<file path="src/rtl/rv32i_mem_unit.sv">
// RV32I memory stage: single-outstanding bus access with byte lanes, load extension and ack timeout.
// Optional build macro MISALIGN_TRAP_EN traps misaligned half/word accesses instead of issuing them.
module rv32i_mem_unit #(
    parameter int unsigned IO_SEL_BIT = 31,
    parameter int unsigned MAX_WAIT   = 15
) (
    input  logic        clk,
    input  logic        reset,
    input  logic        in_valid,
    output logic        in_ready,
    input  logic [31:0] pc_in,
    input  logic [31:0] iw_in,
    input  logic [31:0] alu_in,
    input  logic [31:0] rs2_data_in,
    input  logic        wb_en_in,
    input  logic [4:0]  wb_reg_in,
    output logic        out_valid,
    output logic [31:0] pc_out,
    output logic [31:0] iw_out,
    output logic        wb_en_out,
    output logic [4:0]  wb_reg_out,
    output logic [31:0] wb_data_out,
    output logic        bus_req,
    output logic        bus_we,
    output logic        bus_io,
    output logic [3:0]  bus_be,
    output logic [29:0] bus_addr,
    output logic [31:0] bus_wdata,
    input  logic        bus_ack,
    input  logic [31:0] bus_rdata,
    output logic        err_out
);
    localparam int unsigned XLEN   = 32;
    localparam int unsigned CNT_W  = 8;
    localparam logic [6:0]  OP_LOAD  = 7'b0000011;
    localparam logic [6:0]  OP_STORE = 7'b0100011;

    typedef enum logic {ST_IDLE, ST_BUSY} state_t;

    state_t            r_state, w_state_nxt;
    logic [CNT_W-1:0]  r_cnt;
    logic              r_out_valid, r_err, r_wb_en, r_wb_en_hold;
    logic [XLEN-1:0]   r_pc, r_iw, r_wb_data, r_bus_wdata;
    logic [4:0]        r_wb_reg;
    logic              r_bus_req, r_bus_we, r_bus_io;
    logic [3:0]        r_bus_be;
    logic [29:0]       r_bus_addr;
    logic [2:0]        r_f3;
    logic [1:0]        r_lo;

    logic              w_accept, w_is_load, w_is_store, w_is_mem, w_misalign;
    logic              w_start, w_direct, w_ack, w_timeout;
    logic [3:0]        w_be;
    logic [XLEN-1:0]   w_wdata;

    assign in_ready   = (r_state == ST_IDLE) && !reset;
    assign w_accept   = in_valid && in_ready;
    assign w_is_load  = (iw_in[6:0] == OP_LOAD);
    assign w_is_store = (iw_in[6:0] == OP_STORE);
    assign w_is_mem   = w_is_load || w_is_store;

`ifdef MISALIGN_TRAP_EN
    assign w_misalign = w_is_mem && (((iw_in[13:12] == 2'b01) && alu_in[0]) ||
                                     (iw_in[13] && (alu_in[1:0] != 2'b00)));
`else
    assign w_misalign = 1'b0;
`endif

    // funct3[1:0] selects access size: 00 byte, 01 half, otherwise word
    always_comb begin
        w_be    = 4'b1111;
        w_wdata = rs2_data_in;
        case (iw_in[13:12])
            2'b00: begin
                w_be    = 4'b0001 << alu_in[1:0];
                w_wdata = {4{rs2_data_in[7:0]}};
            end
            2'b01: begin
                w_be    = alu_in[1] ? 4'b1100 : 4'b0011;
                w_wdata = {2{rs2_data_in[15:0]}};
            end
            default: ;
        endcase
    end

    function automatic logic [XLEN-1:0] load_ext(input logic [XLEN-1:0] d,
                                                 input logic [1:0] lo,
                                                 input logic [2:0] f3);
        logic [7:0]  b;
        logic [15:0] h;
        case (lo)
            2'd0:    b = d[7:0];
            2'd1:    b = d[15:8];
            2'd2:    b = d[23:16];
            default: b = d[31:24];
        endcase
        h = lo[1] ? d[31:16] : d[15:0];
        case (f3)
            3'b000:  return {{24{b[7]}}, b};
            3'b001:  return {{16{h[15]}}, h};
            3'b100:  return {24'd0, b};
            3'b101:  return {16'd0, h};
            default: return d;
        endcase
    endfunction

    always_ff @(posedge clk) begin
        if (reset) r_state <= ST_IDLE;
        else       r_state <= w_state_nxt;
    end

    always_comb begin
        w_state_nxt = r_state;
        w_start     = 1'b0;
        w_direct    = 1'b0;
        w_ack       = 1'b0;
        w_timeout   = 1'b0;
        case (r_state)
            ST_IDLE: begin
                if (w_accept) begin
                    if (w_is_mem && !w_misalign) begin
                        w_start     = 1'b1;
                        w_state_nxt = ST_BUSY;
                    end else begin
                        w_direct    = 1'b1;
                    end
                end
            end
            ST_BUSY: begin
                if (bus_ack) begin
                    w_ack       = 1'b1;
                    w_state_nxt = ST_IDLE;
                end else if (r_cnt == CNT_W'(MAX_WAIT - 1)) begin
                    w_timeout   = 1'b1;
                    w_state_nxt = ST_IDLE;
                end
            end
            default: w_state_nxt = ST_IDLE;
        endcase
    end

    // Datapath: bus fields are captured at accept and held until ack or timeout
    always_ff @(posedge clk) begin
        if (reset) begin
            r_cnt        <= '0;
            r_out_valid  <= 1'b0;
            r_err        <= 1'b0;
            r_wb_en      <= 1'b0;
            r_wb_en_hold <= 1'b0;
            r_pc         <= '0;
            r_iw         <= '0;
            r_wb_data    <= '0;
            r_wb_reg     <= '0;
            r_bus_req    <= 1'b0;
            r_bus_we     <= 1'b0;
            r_bus_io     <= 1'b0;
            r_bus_be     <= '0;
            r_bus_addr   <= '0;
            r_bus_wdata  <= '0;
            r_f3         <= '0;
            r_lo         <= '0;
        end else begin
            r_out_valid <= w_direct || w_ack || w_timeout;
            r_err       <= w_timeout || (w_direct && w_misalign);
            if (w_accept) begin
                r_pc     <= pc_in;
                r_iw     <= iw_in;
                r_wb_reg <= wb_reg_in;
            end
            if (w_direct) begin
                r_wb_en   <= wb_en_in && !w_misalign;
                r_wb_data <= alu_in;
            end
            if (w_start) begin
                r_bus_req    <= 1'b1;
                r_bus_we     <= w_is_store;
                r_bus_io     <= alu_in[IO_SEL_BIT];
                r_bus_addr   <= alu_in[31:2];
                r_bus_be     <= w_be;
                r_bus_wdata  <= w_wdata;
                r_f3         <= iw_in[14:12];
                r_lo         <= alu_in[1:0];
                r_wb_en_hold <= wb_en_in && !w_is_store;
                r_cnt        <= '0;
            end else if (w_ack) begin
                r_bus_req <= 1'b0;
                r_wb_en   <= r_wb_en_hold;
                r_wb_data <= r_bus_we ? {r_bus_addr, r_lo} : load_ext(bus_rdata, r_lo, r_f3);
            end else if (w_timeout) begin
                r_bus_req <= 1'b0;
                r_wb_en   <= 1'b0;
                r_wb_data <= {r_bus_addr, r_lo};
            end else if (r_state == ST_BUSY) begin
                r_cnt <= r_cnt + CNT_W'(1);
            end
        end
    end

    assign out_valid   = r_out_valid;
    assign err_out     = r_err;
    assign pc_out      = r_pc;
    assign iw_out      = r_iw;
    assign wb_en_out   = r_wb_en;
    assign wb_reg_out  = r_wb_reg;
    assign wb_data_out = r_wb_data;
    assign bus_req     = r_bus_req;
    assign bus_we      = r_bus_we;
    assign bus_io      = r_bus_io;
    assign bus_be      = r_bus_be;
    assign bus_addr    = r_bus_addr;
    assign bus_wdata   = r_bus_wdata;
endmodule

</file>
<file path="config.mk">
export PLATFORM = sky130hd
export DESIGN_NAME = rv32i_mem_unit
export DESIGN_NICKNAME = d
export VERILOG_FILES = /design/src/rtl/rv32i_mem_unit.sv
export SDC_FILE = /design/constraint.sdc
export NUM_CORES = 1
export LEC_CHECK = 0
export BUFFER_PORTS_ARGS = -buffer_cell sky130_fd_sc_hd__buf_2
export CAP_MARGIN = 0
export CORE_AREA = 2 2 134 136
export CTS_CLUSTER_SIZE = 20
export DETAILED_ROUTE_END_ITERATION = 8
export DIE_AREA = 0 0 136 138
export GPL_ROUTABILITY_DRIVEN = 0
export PLACE_DENSITY = 0.82
export RECOVER_POWER = 50
export SYNTH_ARGS = -nofsm -noshare
export SYNTH_HDL_FRONTEND = slang
export SYNTH_SLANG_ARGS = --single-unit
</file>
<file path="constraint.sdc">
create_clock -name clk -period 5.1 [get_ports clk]
set_clock_uncertainty 0.2 [all_clocks]
set_input_delay 0 -clock clk [delete_from_list [all_inputs] [get_ports clk]]
set_output_delay 0 -clock clk [all_outputs]
set_load 0.1 [all_outputs]
</file>
Yosys cells after proc, flatten, opt, wreduce, memory -nomap -nowiden
Index checks and enable logic that the tools add are counted.
- bitwise operators: 3
- add/sub/neg operators: 1
- mux-type cells: 32
- reduce and logical (&&, ||, !) cells: 14
- equal/unequal tests: 9
- shifts and indexed selects: 1
- operator list (operator ; number):
    two-way mux 32 bit ; 5
    one-hot mux 32 bit (4 select lines) ; 1
    one-hot mux 32 bit (2 select lines) ; 1
    one-hot mux 8 bit (3 select lines) ; 1
    two-way mux 1 bit ; 20
    two-way mux 16 bit ; 1
    adder 8 x 1 -> 8 bit, second input constant ; 1
    equality test 8 x 4 -> 1 bit, second input constant ; 1
    one-hot mux 4 bit (2 select lines) ; 1
    equality test 7 x 2 -> 1 bit, second input constant ; 1
    equality test 7 x 6 -> 1 bit, second input constant ; 1
    equality test 3 bit, second input constant ; 2
    equality test 2 x 1 -> 1 bit, second input constant ; 2
    zero test 2 bit ; 2
    two-way mux 4 bit ; 1
    left shift 1 x 2 -> 4 bit, first input constant ; 1
    equality test 3 x 1 -> 1 bit, second input constant ; 1
    logical AND 1 bit ; 3
    zero test 3 bit ; 1
    logical OR 1 bit ; 3
    NOT 1 bit ; 3
    AND reduction 3 bit ; 1
    nonzero test 3 bit ; 1
    equality test 2 bit, second input constant ; 1
    other kinds (3) ; 4
- logic and storage cells: 78
- input bits: 170
- output and inout port bits: 174
- register bits: 188

Logic depth before layout (Yosys ltp)
- depth in word-level cells: 9
- mapped depth: 9
- mapped depth without buffers: 7

Least setup slack after synthesis
No wires, ideal clock.
- path type: input port to output port
- start point: in reset
- end point: out in_ready
- stages on the path: 5
- data required time: 4.900 ns
- path buffers: 4
- setup slack: 2.892 ns
- arrival time: 2.008 ns
- cell sequence: clkbuf_1 -> buf_2 -> clkbuf_1 -> clkbuf_1 -> nor2_1
- word-level cells in the longest chain between the ends: 2
- ends and longest elaborated chain (what ; line ; source):
    from (decl) ; 8 ; input logic reset,
    zero test 1 bit ; 56 ; assign in_ready = (r_state == ST_IDLE) && !reset;
    logical AND 1 bit ; 56 ;
    to (decl) ; 10 ; output logic in_ready,
Every way passes these cells.

Worst setup path after layout
- start point: in reset
- end point: reg r_bus_wdata[11] (netlist: bus_wdata[11])
- word-level cells in the longest chain between the ends: 5
- ends and longest elaborated chain (what ; line ; source):
    zero test 1 bit ; 56 ;
    logical AND 1 bit ; 56 ;
    logical AND 1 bit ; 57 ; assign w_accept = in_valid && in_ready;
    two-way mux 1 bit ; 120 ; if (w_accept) begin
    two-way mux 1 bit ; 118 ; case (r_state)
    to (signal assigned) ; 180 ; r_bus_wdata <= w_wdata;
    to (decl) ; 43 ; logic [XLEN-1:0] r_pc, r_iw, r_wb_data, r_bus_wdata;
Parallel ways exist; a longest one is shown, timed or not.
A chain may end at the register's enable or synchronous reset.

==> impl_metrics.py <==
metrics = {
    "status": {
        "run_status": "complete, but fails checks",
        "violations": "capacitance limit, slew limit",
    },
    "sta": {
        "period_share": 0.820,
        "fmax_ghz": 0.239,
        "timing.final.setup_violations": 0,
        "finalCriticalPeriod_ns": 4.18,
        "slew_viol_final": 116,
        "fin_tns_setup_ns": 0,
        "finalWorstSetupSlack_ns": 0.920,
        "relative_slew_margins": -0.369,
        "timing.final.hold_violations": 0,
        "tightestPinTransition_ns": 2.05,
        "whs_ns": 0.0990,
        "grt_setup_unrepaired": "false",
    },
    "detailed_routing": {
        "drc": 0,
        "wire_per_inst_um": 18.5,
        "first_iter_violations": 924,
        "drt.antenna.violating_nets": 0,
        "postRouteWirelength_um": 32700,
        "pre_antenna_drt_iters": 5,
        "drt-vias-per-instance": 5.60,
        "detailroute.via_count": 9910,
    },
    "cells_and_area": {
        "layout_commonest_cell": "sky130_fd_sc_hd__dlygate4sd3_1",
        "final_layout_size_suffix_gt1_frac": 0.147,
        "most-common-layout-cells": "231 x sky130_fd_sc_hd__dlygate4sd3_1, 197 x sky130_fd_sc_hd__nand2_1, 187 x sky130_fd_sc_hd__dfxtp_1",
        "fill_cell_count": 1312,
        "nets": 1698,
        "post_layout_instance_count_excluding_filler_cells": 1770,
        "flow.area_growth_from_synthesis_pct": 53.0,
    },
    "critical_path": {
        "crit-reg2reg-capture": "bus_wdata[11]",
        "reg2reg_slack_ns": 1.10,
        "setup.worst_path.end_class": "flop",
        "worstSetupPathType": "in -> reg",
        "reg2regPathDepth": 7,
        "critical_path_arrival_ns": 4.36,
        "cp-start-kind": "primary input",
        "timing.rr.start": "r_state",
        "worstPathRequired_ns": 5.28,
        "critPathMaxFanout": 139,
    },
    "synth": {
        "synth.net_count": 1183,
        "proportion_of_register_bits_with_asynchronous_set_or_reset_after_synthesis": 0,
        "synth_ff_type": "sky130_fd_sc_hd__dfxtp_1",
        "post_synth_and_or_nand_nor_area_fraction": 0.225,
        "ys_seq_area_frac": 0.448,
        "yosysUniqueCellTypes": 56,
        "yosys.area_share.adder": 0.00299,
        "muxShareOfSynthArea": 0.0622,
        "post_synthesis_compound_gate_area_fraction": 0.208,
        "yosys_warnings": 0,
        "mapped_cell_area_mm2": 0.00836,
        "combinational_family_with_the_most_area_after_synthesis": "simple AND/OR/NAND/NOR gates",
        "synth_edf_count": 0,
        "ys_ff_latch": 187,
        "post_synth_xor_area_fraction": 0.00733,
        "average_cell_area_after_synthesis_um2": 8.27,
        "postSynthCellCount": 1011,
    },
    "global_routing": {
        "global_route_wire_length_before_repair_um": 50500,
        "initial_antenna_violation_count": 1,
        "grt_pass1_vias": 9971,
        "grt_remaining_overflow": 0,
        "grtUsageTotal": 0.336,
        "grt_max_degree": 140,
    },
    "clocking": {
        "worstSkewPairLatency_ns": 0.43,
        "h-tree-depth": 4,
        "clock-sinks": 187,
        "clockBufferDepth": 2,
        "clk_root_buffer_cell": "sky130_fd_sc_hd__clkbuf_16",
        "worst_setup_hold_path_clk_slew_ns": 0.07,
        "numCtsBuffers": 17,
        "postCtsSetupRepairBufs": 0,
        "cts_tree": "yes",
    },
    "die": {
        "placeable_core_region_mm2": 0.0175,
        "die_area_mm2": 0.0188,
        "top_level_ports": 344,
        "die_width_um": 136,
        "placementRows": 49,
        "die-height_um": 138,
        "initial_utilization": 0.477,
    },
    "hold_path": {
        "hold_end": "wb_reg_out[1]",
        "worstHoldPathType": "in -> reg",
        "worstHoldPathCells": 4,
        "min_from": "wb_reg_in[1]",
    },
    "placed_design": {
        "detailedPlacementHpwl_um": 18200,
        "post-place-ws_ns": 1.78,
        "portBuffers": 343,
        "dp.cells": 1505,
    },
    "power_and_ir_drop": {
        "power_mw": 3.81,
        "peakVddDrop_mv": 0.225,
        "power_density_mw_per_mm2": 298,
        "power.static_leakage_nw": 5.03,
    },
    "job": {
        "max_cap_viol_count": 1,
    },
}
## cells by family (layout without fill, tap and decap cells)
family	after synthesis	in the layout
simple gates	400	400
compound gates	274	274
flops	187	187
buf+inv	90	618
mux	51	51
xor+xnor	7	7
fa+ha+maj	2	2
other cells	0	2
## flip-flops by register name (all words and copies together), names as in the netlist, 2 cells and up
| signal | count |
|---|---|
| bus_addr | 29 |
| pc_out | 32 |
| r_f3 | 3 |
| iw_out | 32 |
| wb_data_out | 32 |
| wb_reg_out | 5 |
| r_cnt | 8 |
| r_lo | 2 |
| bus_be | 4 |
| bus_wdata | 32 |
## synthesized netlist by cell type, types with 9 or more instances
cell type | count | share of area
sky130_fd_sc_hd__nor2b_1 | 30 | 0.022
sky130_fd_sc_hd__o221ai_1 | 13 | 0.014
sky130_fd_sc_hd__a211oi_1 | 16 | 0.014
sky130_fd_sc_hd__o32ai_1 | 15 | 0.016
sky130_fd_sc_hd__nand2b_1 | 72 | 0.054
sky130_fd_sc_hd__a311oi_1 | 9 | 0.0094
sky130_fd_sc_hd__dfxtp_1 | 187 | 0.45
sky130_fd_sc_hd__nand2_1 | 197 | 0.088
sky130_fd_sc_hd__a22oi_1 | 14 | 0.013
sky130_fd_sc_hd__clkbuf_1 | 61 | 0.027
sky130_fd_sc_hd__buf_2 | 16 | 0.0096
sky130_fd_sc_hd__a21oi_1 | 67 | 0.040
sky130_fd_sc_hd__nor2_1 | 48 | 0.022
sky130_fd_sc_hd__nand3_1 | 14 | 0.0084
sky130_fd_sc_hd__mux2i_1 | 43 | 0.051
sky130_fd_sc_hd__a2bb2oi_1 | 23 | 0.024
sky130_fd_sc_hd__o21ai_0 | 95 | 0.057
sky130_fd_sc_hd__nor3_1 | 15 | 0.0090
## where the power goes
group / internal, mW / switching [mW] / leakage (nW)
registers: 1.51 / 0.0338 / 1.53
clock network: 0.812 / 0.620 / 0.307
logic: 0.235 / 0.594 / 3.20
total: 2.56 / 1.25 / 5.03
## timing repair
action / 4_1_cts / 5_1_grt
resized for setup: 0 / 0
endpoints found under the hold margin: 175 / 0
hold buffers: 231 / 0
## layer usage
layer / wire (µm) / GRT usage / vias to the layer above
li1: - / - / 4558
met1: 12300 / 0.378 / 4604
met2: 16000 / 0.578 / 601
met3: 2610 / 0.0781 / 147
met4: 1860 / 0.192 / 0
met5: 0 / 0 / -
## per-stage QoR
stage / instance area, µm² / util
final: 12800 / 0.730
after global routing: 12800 / 0.730
after CTS: 13000 / 0.743
after global placement: 10100 / 0.575
after detailed placement: 10100 / 0.575
after floorplan: 8360 / -
## how the worst max path moves through the flow
stage / start / to
floorplan: reset / in_ready
global placement: reset / wb_data_out[31]
detailed placement: reset / wb_data_out[31]
CTS: reset / bus_wdata[17]
global route: reset / bus_wdata[11]
finish: reset / bus_wdata[11]
## cell type report
cell class / instances / area (µm²) / share of cell area
Multi-Input combinational cell: 734 / 4250 / 0.332
Tap cell: 229 / 287 / 0.0224
Timing Repair Buffer: 581 / 3860 / 0.302
Clock inverter: 13 / 179 / 0.0140
Inverter: 5 / 18.8 / 0.00147
Sequential cell: 187 / 3740 / 0.293
Antenna cell: 2 / 5.00 / 0.000391
Clock buffer: 19 / 453 / 0.0354
## worst max-delay path, stage by stage
cell and delay (ns):
sky130_fd_sc_hd__dlygate4sd3_1 0.54, sky130_fd_sc_hd__buf_4 0.34, sky130_fd_sc_hd__nor3b_1 0.39, sky130_fd_sc_hd__buf_4 0.90, sky130_fd_sc_hd__and3_2 0.36, sky130_fd_sc_hd__buf_4 0.62, sky130_fd_sc_hd__nor2_1 0.12, sky130_fd_sc_hd__a311oi_1 0.41
sky130_fd_sc_hd__dlygate4sd3_1 0.63
Power figures use the tool's default switching activity.
